--- config.mk ---
export PLATFORM = sky130hd
export DESIGN_NAME = spixif
export DESIGN_NICKNAME = d
export VERILOG_FILES = /design/src/rtl/spixif_pkg.sv /design/src/rtl/spixif_sck_gen.sv /design/src/rtl/spixif.sv
export SDC_FILE = /design/constraint.sdc
export NUM_CORES = 1
export LEC_CHECK = 0
export ABC_AREA = 1
export BUFFER_PORTS_ARGS = -buffer_cell sky130_fd_sc_hd__buf_4
export CAP_MARGIN = 20
export CELL_PAD_IN_SITES_DETAIL_PLACEMENT = 0
export CELL_PAD_IN_SITES_GLOBAL_PLACEMENT = 1
export CORE_MARGIN = 4
export CORE_UTILIZATION = 38
export CTS_BUF_LIST = sky130_fd_sc_hd__clkbuf_16
export DETAILED_ROUTE_END_ITERATION = 7
export PLACE_DENSITY = 0.81
export SKIP_LAST_GASP = 1
export SYNTH_ARGS = -nofsm -noshare
export SYNTH_HDL_FRONTEND = slang
export SYNTH_SLANG_ARGS = --single-unit
--- constraint.sdc ---
create_clock -name Clk -period 1.7 [get_ports Clk]
set_input_delay 0.17 -clock Clk [delete_from_list [all_inputs] [get_ports Clk]]
set_output_delay 0.17 -clock Clk [all_outputs]
set_load 0.01 [all_outputs]
--- src/rtl/spixif_pkg.sv ---
// Shared definitions for the SPI master interface: mode bit positions, state encoding,
// field widths and a bit-order helper.
package spixif_pkg;

  localparam int unsigned ModeCpol = 0;  // Mode bit holding the SCK idle level
  localparam int unsigned ModeCpha = 1;  // Mode bit selecting launch on first edge
  localparam int unsigned RateW    = 3;
  localparam int unsigned DataW    = 8;
  localparam int unsigned PreW     = 7;  // holds 2^7-1, the longest half-period count

  typedef enum logic [0:0] {
    StIdle,
    StXfer
  } state_e;

  // Bit that goes out first for the selected order.
  function automatic logic first_bit(input logic [DataW-1:0] d, input logic lsb);
    return lsb ? d[0] : d[DataW-1];
  endfunction

endpackage

--- src/rtl/spixif_sck_gen.sv ---
// SCK timing for spixif: a 2^rate prescaler producing one tick per SCK half-period and
// a count of half-periods completed within the current byte (0..15).
module spixif_sck_gen
  import spixif_pkg::*;
(
  input  logic             i_clk,
  input  logic             i_rst,
  input  logic             i_run,
  input  logic [RateW-1:0] i_rate,
  output logic             o_tick,
  output logic [3:0]       o_half
);

  logic [PreW-1:0] r_pre;
  logic [3:0]      r_half;
  logic [PreW-1:0] w_pre_max;

  assign w_pre_max = PreW'((8'd1 << i_rate) - 8'd1);
  // A tick marks the Clk edge on which the next SCK half-period boundary falls.
  assign o_tick    = i_run && (r_pre == w_pre_max);
  assign o_half    = r_half;

  // Prescaler and half-period counter; held at zero while not transferring.
  always_ff @(posedge i_clk or posedge i_rst) begin
    if (i_rst) begin
      r_pre  <= '0;
      r_half <= '0;
    end else if (!i_run) begin
      r_pre  <= '0;
      r_half <= '0;
    end else if (o_tick) begin
      r_pre  <= '0;
      r_half <= r_half + 4'd1;  // wraps to 0 at the byte boundary
    end else begin
      r_pre  <= r_pre + PreW'(1);
    end
  end

endmodule

--- src/rtl/spixif.sv ---
// SPI master between a transmit FIFO (TD/DAV/FRE) and a receive FIFO (RD/FWE).
// Optional feature: define SPIXIF_LSB_EN to honour LSB for bit order; otherwise MSB first.
module spixif
  import spixif_pkg::*;
(
  input  logic             Clk,
  input  logic             Rst,
  input  logic             LSB,
  input  logic [1:0]       Mode,
  input  logic [RateW-1:0] Rate,
  input  logic             DAV,
  output logic             FRE,
  input  logic [8:0]       TD,
  output logic             FWE,
  output logic [DataW-1:0] RD,
  output logic             SS,
  output logic             SCK,
  output logic             MOSI,
  input  logic             MISO
);

  state_e           r_state, w_state_d;
  logic             r_cpol, r_cpha, r_lsb, r_last;
  logic [RateW-1:0] r_rate;
  logic [DataW-1:0] r_tx, r_rx, r_rd;
  logic             r_fwe, r_ss, r_sck, r_mosi;

  logic             w_tick, w_fre, w_load, w_start, w_stop, w_end_byte;
  logic             w_sample, w_launch, w_toggle, w_lsb_in;
  logic [3:0]       w_half;
  logic [DataW-1:0] w_tx_sh;

`ifdef SPIXIF_LSB_EN
  assign w_lsb_in = LSB;
`else
  logic w_unused_lsb;
  assign w_unused_lsb = LSB;
  assign w_lsb_in     = 1'b0;
`endif

  spixif_sck_gen u_sck_gen (
    .i_clk  (Clk),
    .i_rst  (Rst),
    .i_run  (r_state == StXfer),
    .i_rate (r_rate),
    .o_tick (w_tick),
    .o_half (w_half)
  );

  // Half-period k = w_half+1 ends on this tick: odd k samples, even k (2..14) launches,
  // k = 16 closes the byte.
  assign w_end_byte = w_tick && (w_half == 4'd15);
  assign w_sample   = w_tick && !w_half[0];
  assign w_launch   = w_tick && w_half[0] && (w_half != 4'd15);
  assign w_toggle   = w_tick && (w_half != 4'd15);
  assign w_tx_sh    = r_lsb ? {1'b0, r_tx[DataW-1:1]} : {r_tx[DataW-2:0], 1'b0};

  // Frame state register.
  always_ff @(posedge Clk or posedge Rst) begin
    if (Rst) r_state <= StIdle;
    else     r_state <= w_state_d;
  end

  // Next state and FIFO read strobe: start from idle, chain bytes, or close the frame.
  always_comb begin
    w_state_d = r_state;
    w_fre     = 1'b0;
    w_load    = 1'b0;
    w_start   = 1'b0;
    w_stop    = 1'b0;
    unique case (r_state)
      StIdle: begin
        if (DAV) begin
          w_fre     = 1'b1;
          w_load    = 1'b1;
          w_start   = 1'b1;
          w_state_d = StXfer;
        end
      end
      StXfer: begin
        if (w_end_byte) begin
          if (!r_last && DAV) begin
            w_fre  = 1'b1;
            w_load = 1'b1;
          end else begin
            w_stop    = 1'b1;
            w_state_d = StIdle;
          end
        end
      end
      default: w_state_d = StIdle;
    endcase
  end

  // Shift datapath, bus pins and receive strobe.
  always_ff @(posedge Clk or posedge Rst) begin
    if (Rst) begin
      r_cpol <= 1'b0;
      r_cpha <= 1'b0;
      r_lsb  <= 1'b0;
      r_last <= 1'b0;
      r_rate <= '0;
      r_tx   <= '0;
      r_rx   <= '0;
      r_rd   <= '0;
      r_fwe  <= 1'b0;
      r_ss   <= 1'b0;
      r_sck  <= 1'b0;
      r_mosi <= 1'b0;
    end else begin
      r_fwe <= 1'b0;
      // Configuration is frozen for the whole frame.
      if (w_start) begin
        r_cpol <= Mode[ModeCpol];
        r_cpha <= Mode[ModeCpha];
        r_rate <= Rate;
        r_lsb  <= w_lsb_in;
      end
      if (w_load) begin
        r_tx   <= TD[DataW-1:0];
        r_last <= TD[8];
        r_ss   <= 1'b1;
        r_mosi <= first_bit(TD[DataW-1:0], w_start ? w_lsb_in : r_lsb);
        // CPHA=1 makes its first (launch) edge here; CPHA=0 starts at idle level.
        r_sck  <= w_start ? (Mode[ModeCpol] ^ Mode[ModeCpha]) : (r_cpol ^ r_cpha);
      end else if (w_stop) begin
        r_ss   <= 1'b0;
        r_mosi <= 1'b0;
        r_sck  <= r_cpol;
      end else if (r_state == StIdle) begin
        r_sck  <= Mode[ModeCpol];
      end else begin
        if (w_sample) r_rx <= r_lsb ? {MISO, r_rx[DataW-1:1]} : {r_rx[DataW-2:0], MISO};
        if (w_launch) begin
          r_tx   <= w_tx_sh;
          r_mosi <= first_bit(w_tx_sh, r_lsb);
        end
        if (w_toggle) r_sck <= ~r_sck;
      end
      if (w_end_byte) begin
        r_fwe <= 1'b1;
        r_rd  <= r_rx;
      end
    end
  end

  assign FRE  = w_fre;
  assign FWE  = r_fwe;
  assign RD   = r_rd;
  assign SS   = r_ss;
  assign SCK  = r_sck;
  assign MOSI = r_mosi;

endmodule

Word-level counts from Yosys, hierarchy flattened
Index checks and enable logic that the tools add are counted.
Operators by class
  add/sub/neg operators: 3
  equal/unequal tests: 6
  shifts and indexed selects: 1
  multiplexer cells: 35
  bitwise logic cells: 6
  reduce and logical (&&, ||, !) cells: 17
Operators by type and width (count)
  $mux 8: 6
  $mux 1: 23
  $mux 7: 2
  $mux 4: 2
  $add 7x1->7 const B: 1
  $eq 7x7->1: 1
  $logic_and 1x1->1: 7
  $shl 1x3->7 const A: 1
  $sub 7x1->7 const B: 1
  $reduce_bool 2->1: 3
  $reduce_bool 3->1: 2
  $add 4x1->4 const B: 1
  $eq 4x4->1 const B: 1
  $ne 4x2->1 const B: 1
  $ne 4x4->1 const B: 1
  $not 1->1: 4
  $pmux 1 s2: 2
  $reduce_and 4->1: 1
  $reduce_and 3->1: 1
  $logic_not 1->1: 2
  $ne 2x1->1 const B: 1
  $ne 2x2->1 const B: 1
  $reduce_and 2->1: 1
  $xor 1x1->1: 2
Storage, ports and cells
  register bits after elaboration: 47
  output and inout port bits: 13
  logic and storage cells: 83

Longest topological paths before layout
Gate-level depths: netlist of the first run.
  depth after elaboration: 10
  gate-level depth with buffers: 14

Modules after synthesis
From an unflattened synthesis of the first run, not the netlist that was laid out.
Unflattened totals
  cells, all modules: 329
  area, all modules: 2711.4 sq um
By module, submodules not included
  spixif: instances 1, cells each 236, area each 1884.3 sq um
  spixif_sck_gen: instances 1, cells each 93, area each 827.0 sq um

Worst setup path after synthesis of the first run
No wires, ideal clock.
  path type: reg-to-reg
  start: register r_rate[2]
  end: register r_rx[4]
  arrival time: 1.620 ns
  setup slack: -0.046 ns
  cell stages (with the launch flop): 13
  path buffers: 2
  period minus slack after synthesis: 1.746 ns
  path through: dfrtp_1 buf_6 nor2_2 nand2_1 nand2_1 nand3_1 nor2_4 nand2_2 nor2_4 nand2_2 nor2_4 buf_4 o21ai_0
On the way
  word-level cells in the longest chain between the ends: 9
  elaborated cells between the ends (all ways): 13
Ends and longest elaborated chain
  start, declared: line spixif.sv:24  | logic [RateW-1:0] r_rate;
  start signal, assigned: line spixif.sv:116  | r_rate <= Rate;
  $shl 1x3->7 (*): line spixif_sck_gen.sv:18  | assign w_pre_max = PreW'((8'd1 << i_rate) - 8'd1);
  $sub 7x1->7 (*): line spixif_sck_gen.sv:18
  $eq 7x7->1 (*): line spixif_sck_gen.sv:20  | assign o_tick = i_run && (r_pre == w_pre_max);
  $logic_and 1x1->1 (*): line spixif_sck_gen.sv:20
  $logic_and 1x1->1: line spixif.sv:52  | assign w_end_byte = w_tick && (w_half == 4'd15);
  $mux 1: line spixif.sv:81  | if (w_end_byte) begin
  $pmux 1 s2 / $mux 1 (equally long branches): line spixif.sv:71  | unique case (r_state)
  $not 1->1 (no line)
  $reduce_and 4->1 (no line) (*)
  end signal, assigned: line spixif.sv:133  | if (w_sample) r_rx <= r_lsb ? {MISO, r_rx[DataW-1:1]} : {r_rx[DataW-2:0], MISO};
  end, declared: line spixif.sv:25  | logic [DataW-1:0] r_tx, r_rx, r_rd;
Mark *: on every way between the ends. The rest lies on a longest branch, timed or not.
A chain may end at the register's enable or synchronous reset.

==> tab_implementation.tex, run 1 <==
\begin{tabular}{lr}
\hline
Metric & Value \\
\hline
\multicolumn{2}{l}{\textbf{Routing}} \\
\quad Pre-Repair DR Iteration Count & 4 \\
\quad First DRT Iteration DRCs & 93 \\
\quad Routed wire length per instance & 12.3 um \\
\quad WL final & 5760 um \\
\quad Via/cell ratio & 4.82 \\
\quad DRC viols & 0 \\
\quad Antenna Nets Post-Route & 0 \\
\quad Total via count in the routed design & 2,262 \\
\multicolumn{2}{l}{\textbf{Final layout}} \\
\quad Fillers & 558 \\
\quad Nets & 412 \\
\quad Commonest non-fill, non-tap cell in the layout & sky130\_fd\_sc\_hd\_\_nand2\_1 \\
\quad Multi-input combinational cell area & 1380 um2 \\
\quad Most frequent cells in the layout & sky130\_fd\_sc\_hd\_\_nand2\_1, sky130\_fd\_sc\_hd\_\_buf\_4, sky130\_fd\_sc\_hd\_\_dfrtp\_1, sky130\_fd\_sc\_hd\_\_inv\_1, sky130\_fd\_sc\_hd\_\_o21ai\_0 \\
\quad Storage cell area & 1180 um2 \\
\quad Number of antenna diodes & 0 \\
\quad Area delta synth->final & 43.2\% \\
\quad Fraction of final layout cells with drive strength greater than 1 & 0.360 \\
\multicolumn{2}{l}{\textbf{Synth}} \\
\quad FF+latch count, synth & 47 \\
\quad Fraction of the yosys area taken by sequential cells & 0.465 \\
\quad Mean instance size in the synthesized netlist & 7.74 um2 \\
\quad Biggest area contributors in the synthesized netlist & sky130\_fd\_sc\_hd\_\_dfrtp\_1, sky130\_fd\_sc\_hd\_\_nand2\_1, sky130\_fd\_sc\_hd\_\_nand3\_1, sky130\_fd\_sc\_hd\_\_o21ai\_0, sky130\_fd\_sc\_hd\_\_inv\_1 \\
\quad Synth Net Count & 348 \\
\quad Cell accounting for the most synthesized area & sky130\_fd\_sc\_hd\_\_dfrtp\_1 \\
\quad Mapped Area & 2530 um2 \\
\quad Number of warnings printed during yosys synthesis & 0 \\
\quad Instance count of the mapped netlist & 327 \\
\quad Fraction of synthesized cell area taken by the top area cell type & 0.465 \\
\quad Yosys cell types & 27 \\
\multicolumn{2}{l}{\textbf{Global route}} \\
\quad Met2 track demand over resource & 0.257 \\
\quad Largest net degree at the start of global routing & 48 \\
\quad Residual overflow from global routing & 0 \\
\quad Total track usage & 0.155 \\
\quad Via count of the first global-routing pass & 2,212 \\
\quad First-pass GRT wire length & 9830 um \\
\quad Antenna violations before repair & 0 \\
\quad Most congested layer reported by global routing & met2 \\
\quad GRT met3 Usage & 0.0246 \\
\quad Fraction of met1 tracks used by global routing & 0.209 \\
\multicolumn{2}{l}{\textbf{Pwr}} \\
\quad Post-layout power & 4370 uW \\
\quad Net Switching & 1480 uW \\
\quad Power density normalized to cell area & 1210 nW/um2 \\
\quad Combinational Power Share & 0.355 \\
\quad Sw Share & 0.338 \\
\quad Internal power of the cells & 2890 uW \\
\quad Relative contribution of sequential cells to total power & 0.385 \\
\quad Clock power frac & 0.261 \\
\quad Leakage power total & 0.00182 uW \\
\quad Highest ir drop seen on vdd & 0.497 mV \\
\multicolumn{2}{l}{\textbf{Place}} \\
\quad Dpl hpwl & 4010 um \\
\quad GP Congestion & 0.822 \\
\quad Worst Setup Slack post-DPL & -0.242 ns \\
\quad Quantity of I/O buffers inserted on ports & 30 \\
\multicolumn{2}{l}{\textbf{Critical path}} \\
\quad Worst endpoint required time & 1.88 ns \\
\quad CP max-delay cell & sky130\_fd\_sc\_hd\_\_dfrtp\_2 \\
\quad Worst-path maximum fanout & 8 \\
\quad Critical path buffers and inverters & 2 \\
\quad Endpoint arrival time on the critical path & 2.22 ns \\
\quad Critical path class & flip-flop to flip-flop \\
\quad Crit. End Element & flip-flop \\
\quad R2R Path Start & r\_rate[2]\$\_DFFE\_PP0P\_ \\
\quad CP top delay family & simple AND/OR/NAND/NOR gates \\
\quad Cells along the critical path & nor2\_4 -> nand2\_2 -> nand2\_2 -> nand3\_4 -> nor2\_4 -> buf\_6 -> nand2\_4 -> nor2\_4 -> nand3b\_1 -> buf\_6 -> nand3\_2 -> nand2\_1 \\
\quad Startpoint type of the worst setup path & flip-flop \\
\quad CP max stage delay & 0.50 ns \\
\quad Worst setup path startpoint & r\_rate[2]\$\_DFFE\_PP0P\_ \\
\quad Cell occurring most often along the worst timing path & sky130\_fd\_sc\_hd\_\_nor2\_4 \\
\multicolumn{2}{l}{\textbf{Clocking}} \\
\quad Max H-tree Level & 2 \\
\quad Worst-skew pair later-pin latency & 0.29 ns \\
\quad Total number of clock tree sinks & 47 \\
\quad Clk Tree Root Cell & sky130\_fd\_sc\_hd\_\_clkbuf\_16 \\
\quad Longest Clk Path Bufs & 2 \\
\quad Clock buffer count from CTS & 5 \\
\quad Clock transition at the register clock pins on the worst setup and hold paths after CTS & 0.07 ns \\
\quad TritonCTS clock tree & yes \\
\multicolumn{2}{l}{\textbf{Outcome}} \\
\quad Violations in the final reports & negative setup slack \\
\quad Outcome & finished with violations \\
\multicolumn{2}{l}{\textbf{Timing}} \\
\quad Count of endpoints failing hold in the final timing report & 0 \\
\quad Minimum period implied by the final worst setup slack & 2.04 ns \\
\quad Pins over their slew limit & 0 \\
\quad Setup WS post-layout & -0.340 ns \\
\quad Post-route fraction of the period consumed by the critical path & 1.20 \\
\quad Final setup skew & 0.00672 ns \\
\quad Achievable Freq & 0.490 GHz \\
\quad Setup repair after global routing missed its margin & true \\
\quad Slew of the pin with the lowest slew margin & 0.347 ns \\
\quad \# setup viols final & 30 \\
\quad Min Hold Slack & 0.0903 ns \\
\quad Worst max-slew margin expressed relative to the limit & 0.766 \\
\multicolumn{2}{l}{\textbf{Floorplanning}} \\
\quad Die height & 89.6 um \\
\quad Die Outline Area & 8030 um2 \\
\quad Core area & 6420 um2 \\
\quad Count of pins on the block boundary & 32 \\
\quad Die width & 89.6 um \\
\quad Placement row count & 29 \\
\quad Starting density of the core & 0.394 \\
\multicolumn{2}{l}{\textbf{Flow run}} \\
\quad Max capacitance violation total & 0 \\
\multicolumn{2}{l}{\textbf{Worst hold path}} \\
\quad Worst hold-check path type & input port to flip-flop \\
\quad Origin of the worst min-delay path & Rate[1] \\
\hline
\end{tabular}
[power by group through the flow]
stage	sequential, uW	combinational (uW)	clock (uW)
6_report	1680	1550	1140
5_1_grt	1720	1780	1230
4_1_cts	1660	1330	1170
3_5_place_dp	1680	1250	0
3_3_place_gp	1670	1220	0
2_1_floorplan	1640	861	0
[timing repair]
| item | CTS | global route |
|---|---|---|
| setup endpoints to repair | 39 | 41 |
| resized for setup | 13 | 64 |
| hold endpoints to repair | 47 | 0 |
| pin swaps | 9 | 31 |
| setup buffers | 6 | 4 |
| hold buffers | 1 | 0 |
| gates cloned | 0 | 2 |
[layout make-up]
type                       instances  area share
sequential                        47       0.325
clock buffer                       5      0.0345
inverter                          42      0.0442
tap                               77      0.0266
clock inverter                     3      0.0131
timing repair buffer              67       0.175
multi-input combinational        228       0.382
[tightest hold or removal path: cells and delay by family]
family	cells	cell delay, ns
AO/OA/AOI/OAI	1	0.05
buffers and inverters	1	0.07
AND/OR/NAND/NOR	1	0.04
[logic make-up (layout without fill, tap and decap cells)]
| logic type | after synthesis | in the layout | share of synthesized area |
|---|---|---|---|
| AO/OA/AOI/OAI | 43 | 43 | 0.0875 |
| XOR/XNOR | 4 | 4 | 0.0138 |
| adder cells (fa/ha/maj) | 2 | 2 | 0.00988 |
| buffers and inverters | 52 | 117 | 0.0865 |
| flip-flops | 47 | 47 | 0.465 |
| multiplexers | 4 | 4 | 0.0158 |
| AND/OR/NAND/NOR | 175 | 175 | 0.322 |
[registers in the layout, indices dropped and copies added, names as in the netlist, 3 cells and up]
signal,cells
r_tx,8
u_sck_gen.r_pre,7
r_rate,3
r_rx,8
RD,8
u_sck_gen.o_half,4
[routing by layer]
metal | share of wire | routed length [um] | vias up
li1 | - | - | 1179
met5 | 0 | 0 | -
met1 | 0.47 | 2720 | 1034
met2 | 0.49 | 2820 | 41
met4 | 0.0095 | 55 | 0
met3 | 0.029 | 169 | 8
[synth_stat cells]
master                       n
sky130_fd_sc_hd__nand2_1   103
sky130_fd_sc_hd__clkbuf_1    4
sky130_fd_sc_hd__nand3_1    34
sky130_fd_sc_hd__nand4_1     3
sky130_fd_sc_hd__nand3b_1    8
sky130_fd_sc_hd__buf_2       1
sky130_fd_sc_hd__o22ai_1     1
sky130_fd_sc_hd__dfrtp_1    47
sky130_fd_sc_hd__nor2_1     13
sky130_fd_sc_hd__buf_6       2
sky130_fd_sc_hd__ha_1        2
sky130_fd_sc_hd__o21ai_0    33
sky130_fd_sc_hd__mux2i_1     4
sky130_fd_sc_hd__xnor2_1     2
sky130_fd_sc_hd__buf_1       1
sky130_fd_sc_hd__o21ai_1     4
sky130_fd_sc_hd__nand4_4     1
sky130_fd_sc_hd__nor2_2      3
sky130_fd_sc_hd__nand2_2     3
sky130_fd_sc_hd__a21oi_1     3
sky130_fd_sc_hd__o21bai_1    2
sky130_fd_sc_hd__xor2_1      2
sky130_fd_sc_hd__nor2_4      3
sky130_fd_sc_hd__nand2_4     2
sky130_fd_sc_hd__nor3b_1     2
sky130_fd_sc_hd__inv_1      42
sky130_fd_sc_hd__buf_4       2
[final timing paths]
| path | endpoint | slack, ns | cells after the start |
|---|---|---|---|
| worst max-delay path | r_tx[7]$_DFFE_PP0P_ | -0.34 | 12 |
| worst min-delay path | r_rate[1]$_DFFE_PP0P_ | 0.09 | 3 |
| worst max register to register | r_tx[7]$_DFFE_PP0P_ | -0.34 | 12 |
| worst min register to register | SS$_DFFE_PP0P_ | 0.47 | 2 |
| max in group asynchronous | r_rate[1]$_DFFE_PP0P_ | 0.98 | 4 |
| min in group asynchronous | r_rx[0]$_DFFE_PP0P_ | 0.48 | 4 |
[per-stage QoR]
stage	setup TNS, ns	instances	area (um2)	util
floorplan	-0.00885	327	2550	-
global placement	-2.73	449	3060	0.476
detailed placement	-3.96	449	3060	0.476
CTS	-3.18	463	3320	0.517
global route	-10.43	469	3620	0.564
finish	-7.21	469	3620	0.564
(Power assumes the default switching activity.)
==> run 2, diff against run 1 <==
--- a/config.mk
+++ b/config.mk
@@ -11,11 +11,11 @@
 export CELL_PAD_IN_SITES_DETAIL_PLACEMENT = 0
 export CELL_PAD_IN_SITES_GLOBAL_PLACEMENT = 1
 export CORE_MARGIN = 4
-export CORE_UTILIZATION = 38
-export CTS_BUF_LIST = sky130_fd_sc_hd__clkbuf_16
+export CORE_UTILIZATION = 39
 export DETAILED_ROUTE_END_ITERATION = 7
 export PLACE_DENSITY = 0.81
 export SKIP_LAST_GASP = 1
 export SYNTH_ARGS = -nofsm -noshare
 export SYNTH_HDL_FRONTEND = slang
+export SYNTH_HIERARCHICAL = 1
 export SYNTH_SLANG_ARGS = --single-unit
==> run 2 against run 1 <==
Against the previous run:
- the flow still finishes with violations (negative setup slack)
- sequential power about the same
- die area up 4.0%
- critical path depth decreased by 1
- critical path type is now flip-flop to primary output
==> tab_implementation.tex, run 2 <==
\begin{tabular}{lr}
\hline
Metric & Value \\
\hline
\multicolumn{2}{l}{\textbf{Global route}} \\
\quad Largest net degree at the start of global routing & 37 \\
\quad Antenna violations before repair & 0 \\
\quad Via count of the first global-routing pass & 2,215 \\
\quad First-pass GRT wire length & 10,200 um \\
\quad Residual overflow from global routing & 0 \\
\quad Total track usage & 0.149 \\
\multicolumn{2}{l}{\textbf{Synth}} \\
\quad Adder and majority gate portion of the synthesized area & 0.00923 \\
\quad Fraction of registers with async set/reset & 1.00 \\
\quad Instance count of the mapped netlist & 329 \\
\quad Yosys cell types & 34 \\
\quad Top cells by instance count after synthesis & sky130\_fd\_sc\_hd\_\_nand2\_1, sky130\_fd\_sc\_hd\_\_dfrtp\_1, sky130\_fd\_sc\_hd\_\_inv\_1 \\
\quad Main combinational cell family by area after synthesis & simple AND/OR/NAND/NOR gates \\
\quad Mean instance size in the synthesized netlist & 8.24 um2 \\
\quad Portion of netlist area occupied by mux cells & 0 \\
\quad Fraction of the yosys area taken by sequential cells & 0.434 \\
\quad Compound-gate portion of the synthesized area & 0.0955 \\
\quad Fraction of synthesized cell area taken by the top area cell type & 0.434 \\
\quad Cell accounting for the most synthesized area & sky130\_fd\_sc\_hd\_\_dfrtp\_1 \\
\quad FF+latch count, synth & 47 \\
\quad Mapped Area & 2710 um2 \\
\quad Biggest area contributors in the synthesized netlist & sky130\_fd\_sc\_hd\_\_dfrtp\_1, sky130\_fd\_sc\_hd\_\_nand2\_1, sky130\_fd\_sc\_hd\_\_inv\_1, sky130\_fd\_sc\_hd\_\_o21ai\_0, sky130\_fd\_sc\_hd\_\_nand2\_8 \\
\quad Synth Net Count & 350 \\
\quad Fraction of the mapped netlist area in simple logic gates & 0.352 \\
\quad Count leader, synth & sky130\_fd\_sc\_hd\_\_nand2\_1 \\
\quad Synth Flop Type & sky130\_fd\_sc\_hd\_\_dfrtp\_1 \\
\quad Fraction of synthesized cell area in xor and xnor cells & 0.0226 \\
\quad EDFF count, synth & 0 \\
\quad Number of warnings printed during yosys synthesis & 6 \\
\multicolumn{2}{l}{\textbf{Worst hold path}} \\
\quad Hold path endpoint & r\_rate[2]\$\_DFFE\_PP0P\_ \\
\quad Hold Path Stages & 3 \\
\quad Origin of the worst min-delay path & Rate[2] \\
\quad Worst hold-check path type & input port to flip-flop \\
\multicolumn{2}{l}{\textbf{Timing}} \\
\quad Setup TNS & -7.62 ns \\
\quad \# setup viols final & 31 \\
\quad Final setup skew & 0.00495 ns \\
\quad Pins over their slew limit & 0 \\
\quad Minimum period implied by the final worst setup slack & 2.02 ns \\
\quad Setup WS post-layout & -0.322 ns \\
\quad Slew of the pin with the lowest slew margin & 0.480 ns \\
\quad Achievable Freq & 0.495 GHz \\
\quad Min Hold Slack & 0.0542 ns \\
\quad Setup repair after global routing missed its margin & true \\
\quad Worst max-slew margin expressed relative to the limit & 0.680 \\
\quad Post-route fraction of the period consumed by the critical path & 1.19 \\
\quad Count of endpoints failing hold in the final timing report & 0 \\
\multicolumn{2}{l}{\textbf{Floorplanning}} \\
\quad Core area & 6760 um2 \\
\quad Die width & 91.4 um \\
\quad Placement row count & 30 \\
\quad Starting density of the core & 0.401 \\
\quad Count of pins on the block boundary & 32 \\
\quad Die height & 91.4 um \\
\quad Die Outline Area & 8350 um2 \\
\multicolumn{2}{l}{\textbf{Critical path}} \\
\quad Crit. End Element & primary output \\
\quad Setup slack, reg-to-reg & -0.31 ns \\
\quad Capturing point of the worst reg2reg path & r\_tx[6]\$\_DFFE\_PP0P\_ \\
\quad Startpoint type of the worst setup path & flip-flop \\
\quad Critical path class & flip-flop to primary output \\
\quad Reg2reg path depth & 16 \\
\quad Worst endpoint required time & 1.53 ns \\
\quad R2R Path Start & r\_rate[2]\$\_DFFE\_PP0P\_ \\
\quad Endpoint arrival time on the critical path & 1.85 ns \\
\quad Worst-path maximum fanout & 6 \\
\multicolumn{2}{l}{\textbf{Place}} \\
\quad Dpl hpwl & 3960 um \\
\quad Quantity of I/O buffers inserted on ports & 30 \\
\quad GP Congestion & 0.757 \\
\quad Total placed cells including tap cells & 456 \\
\multicolumn{2}{l}{\textbf{Routing}} \\
\quad WL final & 5670 um \\
\quad Routed wire length per instance & 11.9 um \\
\quad First DRT Iteration DRCs & 86 \\
\quad DRC viols & 0 \\
\quad Antenna Nets Post-Route & 0 \\
\quad Pre-Repair DR Iteration Count & 4 \\
\quad Via/cell ratio & 4.70 \\
\quad Total via count in the routed design & 2,237 \\
\multicolumn{2}{l}{\textbf{Clocking}} \\
\quad Longest Clk Path Bufs & 2 \\
\quad Clock transition at the register clock pins on the worst setup and hold paths after CTS & 0.09 ns \\
\quad Total number of clock tree sinks & 47 \\
\quad Worst-skew pair later-pin latency & 0.31 ns \\
\quad Clock buffer count from CTS & 5 \\
\quad Clk Tree Root Cell & sky130\_fd\_sc\_hd\_\_clkbuf\_8 \\
\quad TritonCTS clock tree & yes \\
\quad Max H-tree Level & 2 \\
\multicolumn{2}{l}{\textbf{Final layout}} \\
\quad Number of antenna diodes & 0 \\
\quad Fraction of final layout cells with drive strength greater than 1 & 0.381 \\
\quad Utilization after layout & 0.526 \\
\quad Commonest non-fill, non-tap cell in the layout & sky130\_fd\_sc\_hd\_\_nand2\_1 \\
\quad Area delta synth->final & 31.0\% \\
\quad Fillers & 621 \\
\quad Most frequent cells in the layout & sky130\_fd\_sc\_hd\_\_nand2\_1, sky130\_fd\_sc\_hd\_\_buf\_4, sky130\_fd\_sc\_hd\_\_dfrtp\_1, sky130\_fd\_sc\_hd\_\_inv\_1, sky130\_fd\_sc\_hd\_\_nand2\_2 \\
\quad Nets & 416 \\
\quad Non-filler cells in the finished layout & 476 \\
\multicolumn{2}{l}{\textbf{Pwr}} \\
\quad Highest ir drop seen on vdd & 0.380 mV \\
\quad Post-layout power & 4160 uW \\
\quad Leakage power total & 0.00180 uW \\
\quad Power density normalized to cell area & 1170 nW/um2 \\
\multicolumn{2}{l}{\textbf{Flow run}} \\
\quad Max capacitance violation total & 0 \\
\multicolumn{2}{l}{\textbf{Outcome}} \\
\quad Violations in the final reports & negative setup slack \\
\quad Outcome & finished with violations \\
\hline
\end{tabular}
[run 2: cell count changes after synthesis, moves of 8 or more]
| cell | before | now |
|---|---|---|
| sky130_fd_sc_hd__o21ai_0 | 33 | 19 |
| sky130_fd_sc_hd__nand3b_1 | 8 | 0 |
| sky130_fd_sc_hd__nand3_1 | 34 | 10 |
| sky130_fd_sc_hd__o211ai_1 | 0 | 8 |
| sky130_fd_sc_hd__nand2_1 | 103 | 128 |
| sky130_fd_sc_hd__nor2_1 | 13 | 2 |
| sky130_fd_sc_hd__o21ai_2 | 0 | 9 |
[run 2: worst max-delay path by stage]
stage | start | endpoint | slack, ns | cells past startpoint
floorplan | r_rate[2]$_DFFE_PP0P_ | RD[1]$_DFFE_PP0P_ | -0.25 | 14
global placement | r_rate[1]$_DFFE_PP0P_ | RD[2]$_DFFE_PP0P_ | -0.31 | 12
detailed placement | r_rate[2]$_DFFE_PP0P_ | RD[6]$_DFFE_PP0P_ | -0.36 | 11
CTS | r_rate[1]$_DFFE_PP0P_ | FRE | -0.34 | 11
global route | r_rate[2]$_DFFE_PP0P_ | r_tx[7]$_DFFE_PP0P_ | -0.43 | 16
finish | r_rate[2]$_DFFE_PP0P_ | FRE | -0.32 | 11
[run 2: layout make-up]
class | count | area, um2 | share of cell area
inverters | 42 | 190 | 0.0536
clock buffers | 5 | 68.8 | 0.0194
well taps | 80 | 100 | 0.0282
multi-input cells | 233 | 1430 | 0.403
repair buffers | 65 | 526 | 0.148
repair inverters | 1 | 8.76 | 0.00247
clock inverters | 3 | 47.5 | 0.0134
flip-flops and latches | 47 | 1180 | 0.332
[run 2: layer usage]
metal | vias up | global-route usage | wire (um) | share of wire
met5 | - | 0 | 0 | 0
met4 | 0 | 0.0503 | 75 | 0.013
met3 | 6 | 0.0290 | 219 | 0.039
met2 | 32 | 0.230 | 2650 | 0.47
met1 | 1021 | 0.207 | 2720 | 0.48
li1 | 1178 | - | - | -
[run 2: timing repair]
action / CTS / global route
buffers inserted: 7 / 3
setup endpoints to repair: 31 / 31
pin swaps: 11 / 5
cloned: 2 / 0
hold buffers: 1 / 0
gates resized for setup: 32 / 5
endpoints found under the hold margin: 46 / 0
[run 2: kinds of logic after synthesis]
family                   Yosys count
adder cells (fa/ha/maj)            2
flip-flops                        47
XOR/XNOR                           7
AO/OA/AOI/OAI                     40
buffers and inverters             50
AND/OR/NAND/NOR                  183
[run 2: report_power, final]
group	total [uW]	switching (uW)	internal, uW
Combinational	1640	890	750
Clock	864	418	446
Sequential	1650	240	1410
Total	4160	1550	2610
[run 2: worst max-delay path, cell delays in order, from the launching register on]
cell	delay, ns
sky130_fd_sc_hd__dfrtp_2	0.45
sky130_fd_sc_hd__buf_6	0.13
sky130_fd_sc_hd__o21ai_1	0.09
sky130_fd_sc_hd__nand2_2	0.10
sky130_fd_sc_hd__nand3_4	0.09
sky130_fd_sc_hd__nor2_8	0.15
sky130_fd_sc_hd__nand2_8	0.06
sky130_fd_sc_hd__nor2_4	0.10
sky130_fd_sc_hd__nand3_2	0.10
sky130_fd_sc_hd__nand2_4	0.09
sky130_fd_sc_hd__buf_6	0.10
sky130_fd_sc_hd__buf_6	0.09
[run 2: stage by stage]
step	setup WS [ns]	instance area [um2]
after CTS	-0.338	3520
after floorplan	-0.246	2770
after global placement	-0.308	3220
final	-0.322	3550
after global routing	-0.430	3550
after detailed placement	-0.362	3220
==> run 3, diff against run 2 <==
--- a/config.mk
+++ b/config.mk
@@ -14,6 +14,8 @@
 export CORE_UTILIZATION = 39
 export DETAILED_ROUTE_END_ITERATION = 7
 export PLACE_DENSITY = 0.81
+export SETUP_SLACK_MARGIN = 0.05
+export SKIP_CTS_REPAIR_TIMING = 1
 export SKIP_LAST_GASP = 1
 export SYNTH_ARGS = -nofsm -noshare
 export SYNTH_HDL_FRONTEND = slang
==> run 3 against run 2 <==
Against the previous run:
- the run still ends with negative setup slack left
- routed wire length is 0.51% lower
- final cell count is 0.21% lower
- combinational power hardly changed
- count of clock-buffer cells in the layout stayed put
- register-to-register slack hardly changed
- via count is 0.72% lower
- clock skew is 0.0017 ns higher
- total power is 0.62% higher
- critical path type unchanged
- largest power group unchanged
==> tab_implementation.tex, run 3 (synthesis gave the netlist of run 2 again) <==
\begin{tabular}{lr}
\hline
Metric & Value \\
\hline
\multicolumn{2}{l}{\textbf{Routing}} \\
\quad Via/cell ratio & 4.68 \\
\quad Antenna Nets Post-Route & 0 \\
\quad DRC viols & 0 \\
\quad Routed wire length per instance & 11.9 um \\
\quad First DRT Iteration DRCs & 84 \\
\quad Total via count in the routed design & 2,221 \\
\quad Pre-Repair DR Iteration Count & 4 \\
\quad WL final & 5640 um \\
\multicolumn{2}{l}{\textbf{Outcome}} \\
\quad Violations in the final reports & negative setup slack \\
\quad Outcome & finished with violations \\
\multicolumn{2}{l}{\textbf{Pwr}} \\
\quad Combinational Power Share & 0.396 \\
\quad Relative contribution of sequential cells to total power & 0.398 \\
\quad Post-layout power & 4180 uW \\
\quad Power density normalized to cell area & 1190 nW/um2 \\
\quad Net Switching & 1560 uW \\
\quad Leakage power total & 0.00180 uW \\
\quad Clock power frac & 0.206 \\
\quad Sw Share & 0.374 \\
\quad Highest ir drop seen on vdd & 0.370 mV \\
\quad Internal power of the cells & 2620 uW \\
\multicolumn{2}{l}{\textbf{Clocking}} \\
\quad Clock transition at the register clock pins on the worst setup and hold paths after CTS & 0.09 ns \\
\quad Max H-tree Level & 2 \\
\quad TritonCTS clock tree & yes \\
\quad Total number of clock tree sinks & 47 \\
\quad Worst-skew pair later-pin latency & 0.31 ns \\
\quad Clock buffer count from CTS & 5 \\
\quad Clk Tree Root Cell & sky130\_fd\_sc\_hd\_\_clkbuf\_8 \\
\quad Longest Clk Path Bufs & 2 \\
\multicolumn{2}{l}{\textbf{Final layout}} \\
\quad Number of antenna diodes & 0 \\
\quad Utilization after layout & 0.520 \\
\quad Area delta synth->final & 29.7\% \\
\quad Fraction of final layout cells with drive strength greater than 1 & 0.385 \\
\quad Nets & 415 \\
\quad Commonest non-fill, non-tap cell in the layout & sky130\_fd\_sc\_hd\_\_nand2\_1 \\
\quad Most frequent cells in the layout & sky130\_fd\_sc\_hd\_\_nand2\_1, sky130\_fd\_sc\_hd\_\_buf\_4, sky130\_fd\_sc\_hd\_\_dfrtp\_1, sky130\_fd\_sc\_hd\_\_inv\_1, sky130\_fd\_sc\_hd\_\_nand2\_2 \\
\multicolumn{2}{l}{\textbf{Place}} \\
\quad GP Congestion & 0.757 \\
\quad Quantity of I/O buffers inserted on ports & 30 \\
\quad Dpl hpwl & 3960 um \\
\multicolumn{2}{l}{\textbf{Floorplanning}} \\
\quad Die height & 91.4 um \\
\quad Core area & 6760 um2 \\
\quad Placement row count & 30 \\
\quad Die width & 91.4 um \\
\quad Count of pins on the block boundary & 32 \\
\quad Die Outline Area & 8350 um2 \\
\quad Starting density of the core & 0.401 \\
\multicolumn{2}{l}{\textbf{Timing}} \\
\quad Setup repair after global routing missed its margin & true \\
\quad Final setup skew & 0.00662 ns \\
\quad Pins over their slew limit & 0 \\
\quad Setup WS post-layout & -0.387 ns \\
\quad Achievable Freq & 0.479 GHz \\
\quad Minimum period implied by the final worst setup slack & 2.09 ns \\
\quad \# setup viols final & 31 \\
\quad Post-route fraction of the period consumed by the critical path & 1.23 \\
\quad Worst max-slew margin expressed relative to the limit & 0.683 \\
\quad Slew of the pin with the lowest slew margin & 0.476 ns \\
\quad Count of endpoints failing hold in the final timing report & 0 \\
\multicolumn{2}{l}{\textbf{Worst hold path}} \\
\quad Worst hold-check path type & input port to flip-flop \\
\multicolumn{2}{l}{\textbf{Flow run}} \\
\quad Max capacitance violation total & 0 \\
\multicolumn{2}{l}{\textbf{Critical path}} \\
\quad Critical path class & flip-flop to primary output \\
\quad Endpoint arrival time on the critical path & 1.92 ns \\
\quad Startpoint type of the worst setup path & flip-flop \\
\quad Worst endpoint required time & 1.53 ns \\
\quad Crit. End Element & primary output \\
\quad Worst-path maximum fanout & 6 \\
\multicolumn{2}{l}{\textbf{Global route}} \\
\quad Met2 track demand over resource & 0.217 \\
\quad Total track usage & 0.141 \\
\quad Residual overflow from global routing & 0 \\
\quad Fraction of met1 tracks used by global routing & 0.195 \\
\quad Via count of the first global-routing pass & 2,111 \\
\quad First-pass GRT wire length & 9690 um \\
\quad Largest net degree at the start of global routing & 37 \\
\quad GRT met3 Usage & 0.0290 \\
\quad Antenna violations before repair & 0 \\
\quad Most congested layer reported by global routing & met2 \\
\hline
\end{tabular}
-- run 3: final timing paths --
| path | start | endpoint | slack (ns) | cells past startpoint |
|---|---|---|---|---|
| max in group asynchronous | Rst | r_rate[2]$_DFFE_PP0P_ | 0.81 | 4 |
| hold reg to reg | RD[4]$_DFFE_PP0P_ | RD[4]$_DFFE_PP0P_ | 0.49 | 2 |
| setup / recovery | r_rate[1]$_DFFE_PP0P_ | FRE | -0.39 | 11 |
| min in group asynchronous | Rst | u_sck_gen/o_half[1]$_DFFE_PP0P_ | 0.42 | 3 |
| setup reg to reg | r_rate[1]$_DFFE_PP0P_ | SCK$_DFFE_PP0P_ | -0.31 | 13 |
| hold / removal | Rate[2] | r_rate[2]$_DFFE_PP0P_ | 0.06 | 3 |
-- run 3: critical path: stages, from the launching register on --
cell and delay, ns:
sky130_fd_sc_hd__dfrtp_2 0.49, sky130_fd_sc_hd__nand2_2 0.12, sky130_fd_sc_hd__nand2_1 0.05, sky130_fd_sc_hd__nand2_1 0.10
sky130_fd_sc_hd__nand3_4 0.10, sky130_fd_sc_hd__nor2_8 0.15, sky130_fd_sc_hd__nand2_8 0.06, sky130_fd_sc_hd__nor2_4 0.12
sky130_fd_sc_hd__nand3_2 0.11, sky130_fd_sc_hd__nand2_4 0.09, sky130_fd_sc_hd__buf_6 0.12, sky130_fd_sc_hd__buf_6 0.09
-- run 3: metrics by stage --
step / instances / setup WS, ns / instance area [um2] / hold slack [ns] / TNS [ns]
floorplan: 329 / -0.246 / 2770 / 0.0224 / -5.56
global placement: 456 / -0.308 / 3220 / 0.197 / -7.02
detailed placement: 456 / -0.362 / 3220 / 0.218 / -7.96
CTS: 464 / -0.608 / 3340 / -0.127 / -8.89
global route: 475 / -0.495 / 3520 / 0.0625 / -11.31
finish: 475 / -0.387 / 3520 / 0.0560 / -6.96
-- run 3: power groups by stage --
| stage | Sequential, uW | Combinational [uW] | Clock, uW |
|---|---|---|---|
| after global routing | 1700 | 1890 | 934 |
| after CTS | 1650 | 1600 | 900 |
| after floorplan | 1650 | 1120 | 0 |
| after global placement | 1670 | 1560 | 0 |
| final | 1670 | 1650 | 862 |
| after detailed placement | 1660 | 1600 | 0 |
-- run 3: cell type report --
| cell class | count | area [um2] |
|---|---|---|
| Clock buffer | 5 | 68.8 |
| Multi-Input combinational cell | 233 | 1410 |
| Fill cell | 628 | 3240 |
| Clock inverter | 3 | 47.5 |
| Inverter | 42 | 185 |
| Sequential cell | 47 | 1180 |
| Tap cell | 80 | 100 |
| Timing Repair Buffer | 65 | 522 |
-- run 3: routing by layer --
| metal | share of wire | wire (um) | vias up |
|---|---|---|---|
| li1 | - | - | 1170 |
| met1 | 0.49 | 2740 | 1016 |
| met2 | 0.46 | 2620 | 29 |
| met3 | 0.037 | 209 | 6 |
| met4 | 0.013 | 75 | 0 |
| met5 | 0 | 0 | - |
